$ cat src/rtl/cpu_bus_pkg.sv
// Shared types and constants for the CPU Avalon master arbiter.
// Both enums are one-hot-free binary encodings; grant_t is a single bit.
package cpu_bus_pkg;

  typedef enum logic [1:0] {
    S_IDLE,
    S_BUS,
    S_DONE
  } arb_state_t;

  typedef enum logic {
    GNT_FETCH,
    GNT_DATA
  } grant_t;

  localparam logic [3:0] BE_ALL = 4'hF;

endpackage

$ cat src/rtl/bus_grant_picker.sv
// Combinational winner selection between fetch and data requests.
// ARB_ROUND_ROBIN_EN selects alternating tie-breaks; otherwise data has fixed priority.
module bus_grant_picker
  import cpu_bus_pkg::*;
(
  input  logic   fetch_req_i,
  input  logic   data_req_i,
  input  grant_t last_grant_i,
  output grant_t grant_o
);

`ifdef ARB_ROUND_ROBIN_EN
  always_comb begin
    grant_o = GNT_DATA;
    if (fetch_req_i && data_req_i) begin
      grant_o = (last_grant_i == GNT_DATA) ? GNT_FETCH : GNT_DATA;
    end else if (fetch_req_i) begin
      grant_o = GNT_FETCH;
    end
  end
`else
  always_comb begin
    grant_o = (fetch_req_i && !data_req_i) ? GNT_FETCH : GNT_DATA;
  end

  // History is irrelevant under fixed priority.
  logic unused_last_grant;
  assign unused_last_grant = ^last_grant_i;
`endif

endmodule

$ cat src/rtl/avalon_bus_arbiter.sv
// Shares one Avalon-MM master port between instruction fetch and load/store.
// Tie-break policy is set by ARB_ROUND_ROBIN_EN (see bus_grant_picker).
module avalon_bus_arbiter
  import cpu_bus_pkg::*;
#(
  parameter int unsigned ADDR_W = 32,
  parameter int unsigned DATA_W = 32
) (
  input  logic                clk_i,
  input  logic                rst_ni,
  input  logic                fetch_req_i,
  input  logic [ADDR_W-1:0]   fetch_addr_i,
  output logic                fetch_ack_o,
  output logic [DATA_W-1:0]   fetch_rdata_o,
  input  logic                data_req_i,
  input  logic                data_we_i,
  input  logic [ADDR_W-1:0]   data_addr_i,
  input  logic [DATA_W-1:0]   data_wdata_i,
  input  logic [DATA_W/8-1:0] data_be_i,
  output logic                data_ack_o,
  output logic [DATA_W-1:0]   data_rdata_o,
  output logic [ADDR_W-1:0]   address_o,
  output logic                read_o,
  output logic                write_o,
  output logic [DATA_W-1:0]   writedata_o,
  output logic [DATA_W/8-1:0] byteenable_o,
  input  logic                waitrequest_i,
  input  logic [DATA_W-1:0]   readdata_i,
  output logic                busy_o
);

  localparam int unsigned BeW = DATA_W / 8;
  localparam logic [BeW-1:0] BeAll = {(BeW / 4){BE_ALL}};

  arb_state_t          state_q;
  grant_t              grant_q, last_grant_q, pick;
  logic [ADDR_W-1:0]   address_q;
  logic                read_q, write_q;
  logic [DATA_W-1:0]   writedata_q;
  logic [BeW-1:0]      byteenable_q;
  logic                fetch_ack_q, data_ack_q;
  logic [DATA_W-1:0]   fetch_rdata_q, data_rdata_q;

  bus_grant_picker u_picker (
    .fetch_req_i  (fetch_req_i),
    .data_req_i   (data_req_i),
    .last_grant_i (last_grant_q),
    .grant_o      (pick)
  );

  always_ff @(posedge clk_i or negedge rst_ni) begin
    if (!rst_ni) begin
      state_q       <= S_IDLE;
      grant_q       <= GNT_FETCH;
      last_grant_q  <= GNT_DATA;
      address_q     <= '0;
      read_q        <= 1'b0;
      write_q       <= 1'b0;
      writedata_q   <= '0;
      byteenable_q  <= '0;
      fetch_ack_q   <= 1'b0;
      data_ack_q    <= 1'b0;
      fetch_rdata_q <= '0;
      data_rdata_q  <= '0;
    end else begin
      fetch_ack_q <= 1'b0;
      data_ack_q  <= 1'b0;
      unique case (state_q)
        S_IDLE: begin
          if (fetch_req_i || data_req_i) begin
            grant_q <= pick;
            state_q <= S_BUS;
            if (pick == GNT_FETCH) begin
              address_q    <= fetch_addr_i;
              read_q       <= 1'b1;
              write_q      <= 1'b0;
              writedata_q  <= '0;
              byteenable_q <= BeAll;
            end else begin
              address_q    <= data_addr_i;
              read_q       <= !data_we_i;
              write_q      <= data_we_i;
              writedata_q  <= data_wdata_i;
              byteenable_q <= data_be_i;
            end
          end
        end
        S_BUS: begin
          if (!waitrequest_i) begin
            if (read_q) begin
              if (grant_q == GNT_FETCH) fetch_rdata_q <= readdata_i;
              else                      data_rdata_q  <= readdata_i;
            end
            read_q  <= 1'b0;
            write_q <= 1'b0;
            // Ack is raised on entry so it is high for the whole S_DONE cycle.
            if (grant_q == GNT_FETCH) fetch_ack_q <= 1'b1;
            else                      data_ack_q  <= 1'b1;
            state_q <= S_DONE;
          end
        end
        S_DONE: begin
          last_grant_q <= grant_q;
          state_q      <= S_IDLE;
        end
        default: state_q <= S_IDLE;
      endcase
    end
  end

  assign address_o     = address_q;
  assign read_o        = read_q;
  assign write_o       = write_q;
  assign writedata_o   = writedata_q;
  assign byteenable_o  = byteenable_q;
  assign fetch_ack_o   = fetch_ack_q;
  assign fetch_rdata_o = fetch_rdata_q;
  assign data_ack_o    = data_ack_q;
  assign data_rdata_o  = data_rdata_q;
  assign busy_o        = (state_q != S_IDLE);

endmodule

$ cat config.mk
export PLATFORM = sky130hd
export DESIGN_NAME = avalon_bus_arbiter
export DESIGN_NICKNAME = d
export VERILOG_FILES = /design/src/rtl/cpu_bus_pkg.sv /design/src/rtl/bus_grant_picker.sv /design/src/rtl/avalon_bus_arbiter.sv
export SDC_FILE = /design/constraint.sdc
export NUM_CORES = 1
export LEC_CHECK = 0
export CAP_MARGIN = 10
export CORE_MARGIN = 8
export CORE_UTILIZATION = 40
export DETAILED_ROUTE_END_ITERATION = 16
export GPL_TIMING_DRIVEN = 0
export PLACE_DENSITY_LB_ADDON = 0.3
export SETUP_SLACK_MARGIN = 0.3
export SYNTH_ARGS = -nofsm -noshare
export SYNTH_HDL_FRONTEND = slang
export SYNTH_SLANG_ARGS = --single-unit
$ cat constraint.sdc
create_clock -name clk_i -period 1.98 [get_ports clk_i]
set_input_delay 0.198 -clock clk_i [delete_from_list [all_inputs] [get_ports clk_i]]
set_output_delay 0.198 -clock clk_i [all_outputs]
set_load 0.05 [all_outputs]
==> impl_results.md, run 1 <==
- Setup violations, final: 0
- WL/cell: 20.05 µm
- Avg Vias per Cell: 4.955
- Die X: 132.7 µm
- Chip Height: 132.7 µm
- RSZ-0062 raised after global routing: yes
- Dpl cell area: 8446 µm²
- Worst-path fanout max: 10
- Root Buffer: clkbuf_16
- Final period util: 0.9486
- Worst-path clk slew: 0.06 ns
- Fraction of layout cells with a size suffix above 1: 0.2031
- Global-route wire length before repair: 28.07 mm
- Post-synthesis sequential area ratio: 0.6385
- Status: completed
- Initial drt markers: 145
- P&R area growth vs syn: 68.76%
- Remaining antenna violation count after routing: 0
- Total track usage: 0.2030
- Initial antenna violation count: 1
- Clock Latency Late Sink: 0.41 ns
- Largest area contributor in the netlist: dfrtp_1
- MaxCap Viol Count: 0
- Core ar.: 13300 µm²
- Crit path DAT: 2.16 ns
- Setup crit end kind: register
- Clock Tree Buf Depth: 2
- Worst rel slew slack: 0.5707
- Fin nets: 824
- Vias in the first global route: 5029
- Pin count of the biggest net entering global routing: 71
- Crit path required time: 2.26 ns
- GPL Wtd Cong: 0.8356
- Tot Pwr: 18.41 mW
- Share of the core filled with cells: 0.6915
- Final Hold Viols: 0
- Worst Tran Pin Value: 0.6439 ns
- Crit start category: register
- Post-DP HPWL: 13.09 mm
- Cells on worst reg2reg path: 6
- Post-route clock skew: 0.007110 ns
- Fin cells: 875
- CTS Sinks: 139
- Detailed-route DRC error count: 0
- Number of synthesized register bits: 139
- Max Transition Viols Final: 0
- Vias: 4336
- Leakage: 4.406 nW
- CTS tree: yes
- Peak Freq: 532.4 MHz
- Syn nets: 515
- First drt pass iteration count: 4
- Routed wire length: 17.54 mm
- N_diodes: 0
- Peak supply drop: 1069 µV
- Row count: 42
- Num CTS Buffers: 17
- Avg Cell Area, Syn: 14.45 µm²
- P per Cell Area: 2003 nW/µm²
- Yosys warning count: 0
- Synthesized area: 5448 µm²
- Initial Util: 0.4097
- Fin area: 9194 µm²
- Synth cell types: 27
- Dpl cells: 828
- Full die area: 17610 µm²
- Largest cells by area after synthesis: dfrtp_1 64%, mux2_2 14%, mux2i_1 5.3%
- Grt ovf: 0
- Post-synthesis cell count: 377
- Final min period: 1.878 ns
- # H-tree levels: 4
- Worst min path class: in -> async
- Synth top area share: 0.6385
- Worst setup path class: reg -> reg
- # IOs: 275
- Port Buffers: 274
-- area by class of cell --
cell class | count | area [µm²]
fillers | 987 | 4101
flip-flops and latches | 139 | 3478
repair buffers | 290 | 2815
multi-input cells | 182 | 1727
clock buffers | 22 | 484.2
well taps | 176 | 220.2
plain buffers | 25 | 212.7
clock inverters | 10 | 137.6
inverters | 31 | 118.9
-- routing by layer --
metal / track usage / wire [µm]
met5: 0 / 16
met3: 0.09046 / 1640
met2: 0.3331 / 8614
met4: 0.08391 / 397
met1: 0.2254 / 6874
-- critical path, stage by stage (launching register included) --
cell	delay (ns)
dfrtp_1	0.41
or3b_1	0.37
buf_6	0.14
nor3b_4	0.19
buf_6	0.17
buf_12	0.14
mux2_2	0.34
-- cell families (layout without fill, tap and decap cells) --
group	Yosys count	count (layout)	share of synthesized area
DFF	139	139	0.6385
muxes	99	99	0.1980
AOI/OAI and AO/OA	70	70	0.09807
buffers and inverters	56	378	0.04800
and+or+nand+nor	13	13	0.01746
-- cells in the mapped netlist, drive strengths merged --
cell,n
a21o,1
a22o,32
a22oi,1
a32o,1
and2,1
buf,12
clkbuf,13
dfrtp,139
inv,31
mux2,70
mux2i,29
nand2,4
nand3,1
nand3b,1
nor2,2
nor2b,1
nor3b,2
o21a,1
o21ai,1
o22a,4
o22ai,29
or3b,1
-- flip-flops by register name, indices dropped and copies added (netlist names) --
signal / flops
data_ack_o: 1
data_rdata_o: 32
byteenable_o: 4
fetch_ack_o: 1
grant_q: 1
state_q: 2
address_o: 32
writedata_o: 32
read_o: 1
write_o: 1
fetch_rdata_o: 32
-- what timing repair did --
action / 4_1_cts / 5_1_grt
hold buffers: 1 / 0
cloned: 3 / 0
endpoints found under the setup margin: 268 / 116
setup buffers: 9 / 2
pin swaps: 1 / 0
resized for setup: 163 / 14
endpoints found under the hold margin: 69 / 0
-- path summary, 6_finish.rpt --
check / from / endpoint / slack (ns)
min in group clk_i: waitrequest_i / state_q[0]$_DFFE_PN0P_ / 0.39
worst max-delay path: state_q[1]$_DFFE_PN0P_ / fetch_rdata_o[27]$_DFFE_PN0P_ / 0.10
max in group asynchronous: rst_ni / writedata_o[17]$_DFFE_PN0P_ / 0.87
worst min-delay path: rst_ni / fetch_rdata_o[10]$_DFFE_PN0P_ / 0.35
worst min register to register: byteenable_o[2]$_DFFE_PN0P_ / byteenable_o[2]$_DFFE_PN0P_ / 0.49
worst max register to register: state_q[1]$_DFFE_PN0P_ / fetch_rdata_o[27]$_DFFE_PN0P_ / 0.10
-- layout by cell type (no fill, tap or decap), types with 5 or more instances in the layout --
cell type,count
clkbuf_16,17
mux2i_1,29
dfrtp_1,139
buf_12,5
buf_6,6
o22ai_1,29
dlygate4sd2_1,137
inv_1,30
mux2_2,65
buf_4,8
a22o_1,32
clkbuf_2,10
clkdlybuf4s50_1,136
-- power breakdown --
part / switching, mW / leakage, nW / internal, mW
logic: 7.01 / 2.40 / 3.11
clock network: 1.17 / 0.303 / 2.12
registers: 0.764 / 1.70 / 4.25
total: 8.94 / 4.41 / 9.48
-- metrics by stage --
stage	setup TNS, ns	hold slack (ns)	setup WS (ns)
4_1_cts	0	0.3688	0.1055
3_3_place_gp	-641.82	0.4702	-4.510
3_5_place_dp	-19.34	0.2389	-0.3812
6_report	0	0.3527	0.1017
5_1_grt	0	0.3792	0.02806
2_1_floorplan	0	-0.09759	0.1999
(Power assumes the default switching activity.)
==> run 2, diff against run 1 <==
Settings changed: CAP_MARGIN 10 to 40, CORE_UTILIZATION 40 to 41, CTS_BUF_LIST from default to sky130_fd_sc_hd__clkbuf_4.
==> run 2 against run 1 <==
Against the previous run:
- clock skew rose by 0.0016 ns
- total power fell by 3.8%
- first-iteration DRC count rose by 12%
- hold slack got worse by 0.14 ns
- register-to-register slack improved by 0.02 ns
- via count rose by 0.97%
- sequential share of layout area rose by 0.65 points
- die area fell by 2.1%
- sequential power rose by 0.8%
- global-route usage fell by 0.49 points
- largest power group unchanged
==> impl_results.md, run 2 (synthesized netlist as in run 1, its figures left out) <==
- Full die area: 17230 µm²
- Crit path required time: 2.40 ns
- Slowest cell delay on critical path: 0.40 ns
- Post-route clock skew: 0.008737 ns
- Initial drt markers: 163
- Worst-path fanout max: 5
- Status: completed
- Initial Util: 0.4163
- Worst-path cell chain: or3b_1, buf_6, nor3b_4, buf_6, clkbuf_16, mux2_4
- Reg-to-Reg End: fetch_rdata_o[2]$_DFFE_PN0P_
- Clock Latency Late Sink: 0.52 ns
- CP most frequent cell: buf_6
- Pre-CTS WS: -0.3733 ns
- Final worst slack: 0.1231 ns
- Commonest non-fill, non-tap cell in the layout: dfrtp_1
- Port Buffers: 274
- Grt ovf: 0
- RSZ-0062 raised after global routing: yes
- Pin count of the biggest net entering global routing: 74
- Cells on worst reg2reg path: 6
- MaxCap Viol Count: 0
- Initial antenna violation count: 1
- Crit start category: register
- Avg Vias per Cell: 4.941
- Leakage: 4.207 nW
- Final period util: 0.9379
- Remaining antenna violation count after routing: 0
- Crit path DAT: 2.28 ns
- # IOs: 275
- CTS tree: yes
- Peak Freq: 538.5 MHz
- Worst setup path class: reg -> reg
- Core ar.: 13090 µm²
- Num CTS Buffers: 17
- Slowest CP cell: dfrtp_1
- Share of the core filled with cells: 0.6908
- Worst R2R Setup Slack: 0.12 ns
- Register Area: 3478 µm²
- Tot Pwr: 17.72 mW
- Setup crit end kind: register
- # H-tree levels: 4
- Filler instances: 936
- Peak supply drop: 946.2 µV
- Area of the multi-input gates: 1852 µm²
- Fraction of layout cells with a size suffix above 1: 0.3780
- Clock Tree Buf Depth: 2
- Root Buffer: clkbuf_4
- First drt pass iteration count: 5
- Routed wire length: 17.62 mm
- Die X: 131.3 µm
- Max Transition Viols Final: 0
- WL/cell: 19.89 µm
- Post-DP HPWL: 12.70 mm
- Final Hold Viols: 0
- CTS Sinks: 139
- Vias in the first global route: 4943
- Worst-path clk slew: 0.12 ns
- Worst rel slew slack: 0.5754
- Detailed-route DRC error count: 0
- Global-route wire length before repair: 27.12 mm
- Vias: 4378
- Final min period: 1.857 ns
- Fin nets: 834
- P per Cell Area: 1960 nW/µm²
- P&R area growth vs syn: 65.92%
- GPL Wtd Cong: 0.8264
- Row count: 42
- Total track usage: 0.1981
- Setup TNS: 0 ns
- Worst min path class: in -> async
- RR Startpoint: state_q[1]$_DFFE_PN0P_
- Setup violations, final: 0
- Commonest cells after routing, fill and taps aside: 139 x dfrtp_1, 136 x clkdlybuf4s50_1, 67 x clkbuf_2, 51 x clkdlybuf4s15_2, 36 x mux2_2
- Worst Tran Pin Value: 0.6369 ns
- Chip Height: 131.3 µm
## run 2: worst max-delay path by stage
stage | from | to | slack, ns
after floorplan | state_q[1]$_DFFE_PN0P_ | fetch_rdata_o[10]$_DFFE_PN0P_ | 0.20
after global placement | rst_ni | writedata_o[5]$_DFFE_PN0P_ | -4.60
after detailed placement | data_req_i | read_o$_DFFE_PN0P_ | -0.37
after CTS | state_q[1]$_DFFE_PN0P_ | busy_o | 0.06
after global routing | state_q[1]$_DFFE_PN0P_ | fetch_rdata_o[2]$_DFFE_PN0P_ | 0.04
final | state_q[1]$_DFFE_PN0P_ | fetch_rdata_o[2]$_DFFE_PN0P_ | 0.12
## run 2: cell type report
cell class                 count  area share
antenna                        1   0.0002769
buffer                        25     0.02561
clock buffer                  18     0.01495
clock inverter                14     0.01938
inverter                      31     0.01315
multi-input combinational    182      0.2049
sequential                   139      0.3848
tap                          176     0.02436
timing repair buffer         300      0.3126
## run 2: worst max-delay path: cells and delay by family (launching register included)
kind | cells | cell delay [ns]
multiplexers | 1 | 0.30
AND/OR/NAND/NOR | 2 | 0.61
buffers and inverters | 3 | 0.45
flip-flops | 1 | 0.40
## run 2: repair_timing
item / CTS / global route
cloned: 3 / 2
endpoints found under the setup margin: 260 / 195
gates resized for setup: 350 / 132
hold buffers: 1 / 0
pin swaps: 2 / 4
buffers inserted: 10 / 9
endpoints found under the hold margin: 66 / 0
## run 2: per-stage QoR
| stage | cell area, µm² | hold WS [ns] | instances |
|---|---|---|---|
| finish | 9039 | 0.2170 | 886 |
| global route | 9039 | 0.2242 | 886 |
| floorplan | 5454 | -0.09759 | 377 |
| detailed placement | 8446 | 0.2396 | 828 |
| CTS | 9062 | 0.1936 | 874 |
| global placement | 8417 | 0.4695 | 827 |
## run 2: routing by layer
layer  share of wire  GRT usage
met5               0          0
met4           0.019    0.07786
met1            0.39     0.2189
met2            0.51     0.3400
met3           0.075    0.07355
## run 2: power breakdown
part | switching (mW) | internal, mW | total [mW]
logic | 7.08 | 3.55 | 10.6
registers | 0.825 | 4.23 | 5.05
clock network | 1.03 | 1.00 | 2.03
==> variant (settings of run 2) <==
Make the reset (`rst_ni`) synchronous in one clocked block.
--- a/src/rtl/avalon_bus_arbiter.sv
+++ b/src/rtl/avalon_bus_arbiter.sv
@@ -50,3 +50,3 @@
 
-  always_ff @(posedge clk_i or negedge rst_ni) begin
+  always_ff @(posedge clk_i) begin
     if (!rst_ni) begin
Behaviour: differs if rst_ni is asserted again (counterexample within 4 cycles, from zero or initial values and one cycle with rst_ni low); with rst_ni held inactive, the same outputs for 4 cycles.
==> variant against run 2 <==
Count of clock-buffer cells in the layout fell by 1; wire length grew 4.2%; sequential cell count unchanged; final area down 6.6%; via count grew 19%; setup slack better by 0.18 ns; highest routed layer unchanged; synthesized cell count up 51%; maximum frequency grew 11%; area after synthesis decreased by 0.53%.
Power is not compared: it rests on default switching activity, and its combinational part moved more than twofold at a synthesized area within 25%.
==> variant: results (changes against run 2) <==
| Metric | Value |
|---|---|
| Layout clock area frac | 3.615% (+0.18 points) |
| R2R setup slack | 0.39 ns (+0.27 ns) |
| HP Start | data_wdata_i[0] |
| Syn avg cell area | 9.490 um^2 (-34%) |
| First-pass GRT wire length | 28.31 mm (+4.4%) |
| Fillers | 1071 (+14%) |
| Register share of the cell area | 33.00% (-5.5 points) |
| RePlAce Congestion | 0.8131 (-1.6%) |
| Tot GR Track Use | 21.30% (+1.5 points) |
| Syn_nets | 709 (+38%) |
| Ratio of cells with drive above 1 in the final layout | 15.57% (-22 points) |
| Pin count of the biggest net entering global routing | 17 (-77%) |
| Setup repair bufs after CTS | 1 (-9) |
| Peak supply drop | 0.4803 mV |
| Post-synthesis sequential area ratio | 51.35% (-12 points) |
| Synth cell count leaders | 139 x dfxtp_1, 131 x nand2_1, 96 x mux2i_1, 66 x a21oi_1, 33 x o21ai_0 |
| Initial drt markers | 235 (+44%) |
| Fin Clk Skew | 0.01272 ns (+0.003978 ns) |
| CP max FO | 6 (+1) |
| Worst-Margin Slew | 0.5720 ns (-0.06493 ns) |
| Mux share of post-synthesis cell area | 17.73% (-2.1 points) |
| Area contributors post-synth | dfxtp_1 51%, mux2i_1 18%, nand2_1 9.1% |
| Pre-antenna DRT Iters | 4 (-1) |
| Non-clk bufs | 328 (+0.92%) |
| R2R cell count | 4 (-2) |
| Routed vias | 5224 (+19%) |
| Vias in the first global route | 5623 (+14%) |
| Comb_multi_in | 380 (+110%) |
| Sequential cell count | 139 (unchanged) |
| Dpl hpwl | 14.77 mm (+16%) |
| Fraction of area in non-clock buffers | 32.36% (-1.5 points) |
| Critical path arrival | 1.48 ns (-0.80 ns) |
| Reg-to-reg critical path endpoint | fetch_rdata_o[2]$_SDFFE_PN0P_ |
| PostCTS Resize Cnt | 186 (-47%) |
| Hold Path Class | in -> reg |
| ANT cells | 2 (+1) |
| RR Startpoint | state_q[0]$_SDFFE_PN0P_ |
| Crit path from | state_q[1]$_SDFFE_PN0P_ |
| Synth cell types | 31 (+15%) |
| Fraction of area in multi-input gates | 28.21% (+7.7 points) |
| Vias per inst | 4.938 (about the same) |
| Status | finished, final reports clean |
| CP Capture Point | busy_o |
| Inverter count | 2 (-94%) |
| Final worst setup slack | 0.3068 ns (+0.1838 ns) |
| WL per Instance | 17.36 um (-13%) |
| Nets | 1006 (+21%) |
| Port bufs | 273 (-0.36%) |
| Synth async-reset ratio | 0% (-100 points) |
| DP Worst Slack | -0.1956 ns (+0.1777 ns) |
| Compound-gate portion of the synthesized area | 14.71% (+4.9 points) |
[variant: cell types whose count changed in the layout (fill, tap and decap cells not counted), moves of 29 or more]
cell and change:
dfrtp_1 -139, dfxtp_1 +136, nand2_1 +127, mux2i_1 +67, a21oi_1 +66, clkdlybuf4s15_2 -46
mux2_2 -36, mux2_4 -34, o21ai_0 +33, a211oi_1 +32, a22o_1 -32, clkdlybuf4s15_1 +31
o22ai_1 -29
[variant: report_power, final]
group	internal (uW)	leakage, uW	total (uW)	switching (uW)
combinational	574	0.00241	1560	983
sequential	2950	0.00114	3040	89.7
clock	979	0.000156	1990	1010
[variant: worst min-delay path by stage]
stage / slack (ns) / cells past startpoint / end
finish: 0.21 / 3 / writedata_o[0]$_SDFFE_PN0P_
global placement: 0.44 / 2 / fetch_rdata_o[0]$_SDFFE_PN0P_
detailed placement: 0.45 / 2 / data_rdata_o[10]$_SDFFE_PN0P_
CTS: 0.16 / 3 / writedata_o[0]$_SDFFE_PN0P_
global route: 0.14 / 3 / writedata_o[3]$_SDFFE_PN0P_
floorplan: 0.30 / 1 / read_o$_SDFFE_PN0P_
[variant: worst max-delay path, stage by stage (launching register included)]
cell and delay [ns]:
dfxtp_2 0.33, buf_6 0.13, nor2_4 0.14, clkinv_4 0.09, buf_8 0.13, buf_8 0.14
[variant: stage by stage]
stage	hold slack (ns)	cell area (um^2)	power, uW	util [%]
floorplan	0.3016	5421	4006	-
global placement	0.4434	8374	4693	64.00
detailed placement	0.4528	8374	4731	64.00
CTS	0.1571	8574	6616	65.53
global route	0.1440	8444	6860	64.53
finish	0.2080	8444	6585	64.53
[variant: per-layer routing]
layer	share of wire (%)	GRT usage, %	wire length (um)
met5	0	0	0
met4	2.5	8.980	461
met3	11	9.700	1947
met2	49	36.91	9034
met1	38	21.77	6920
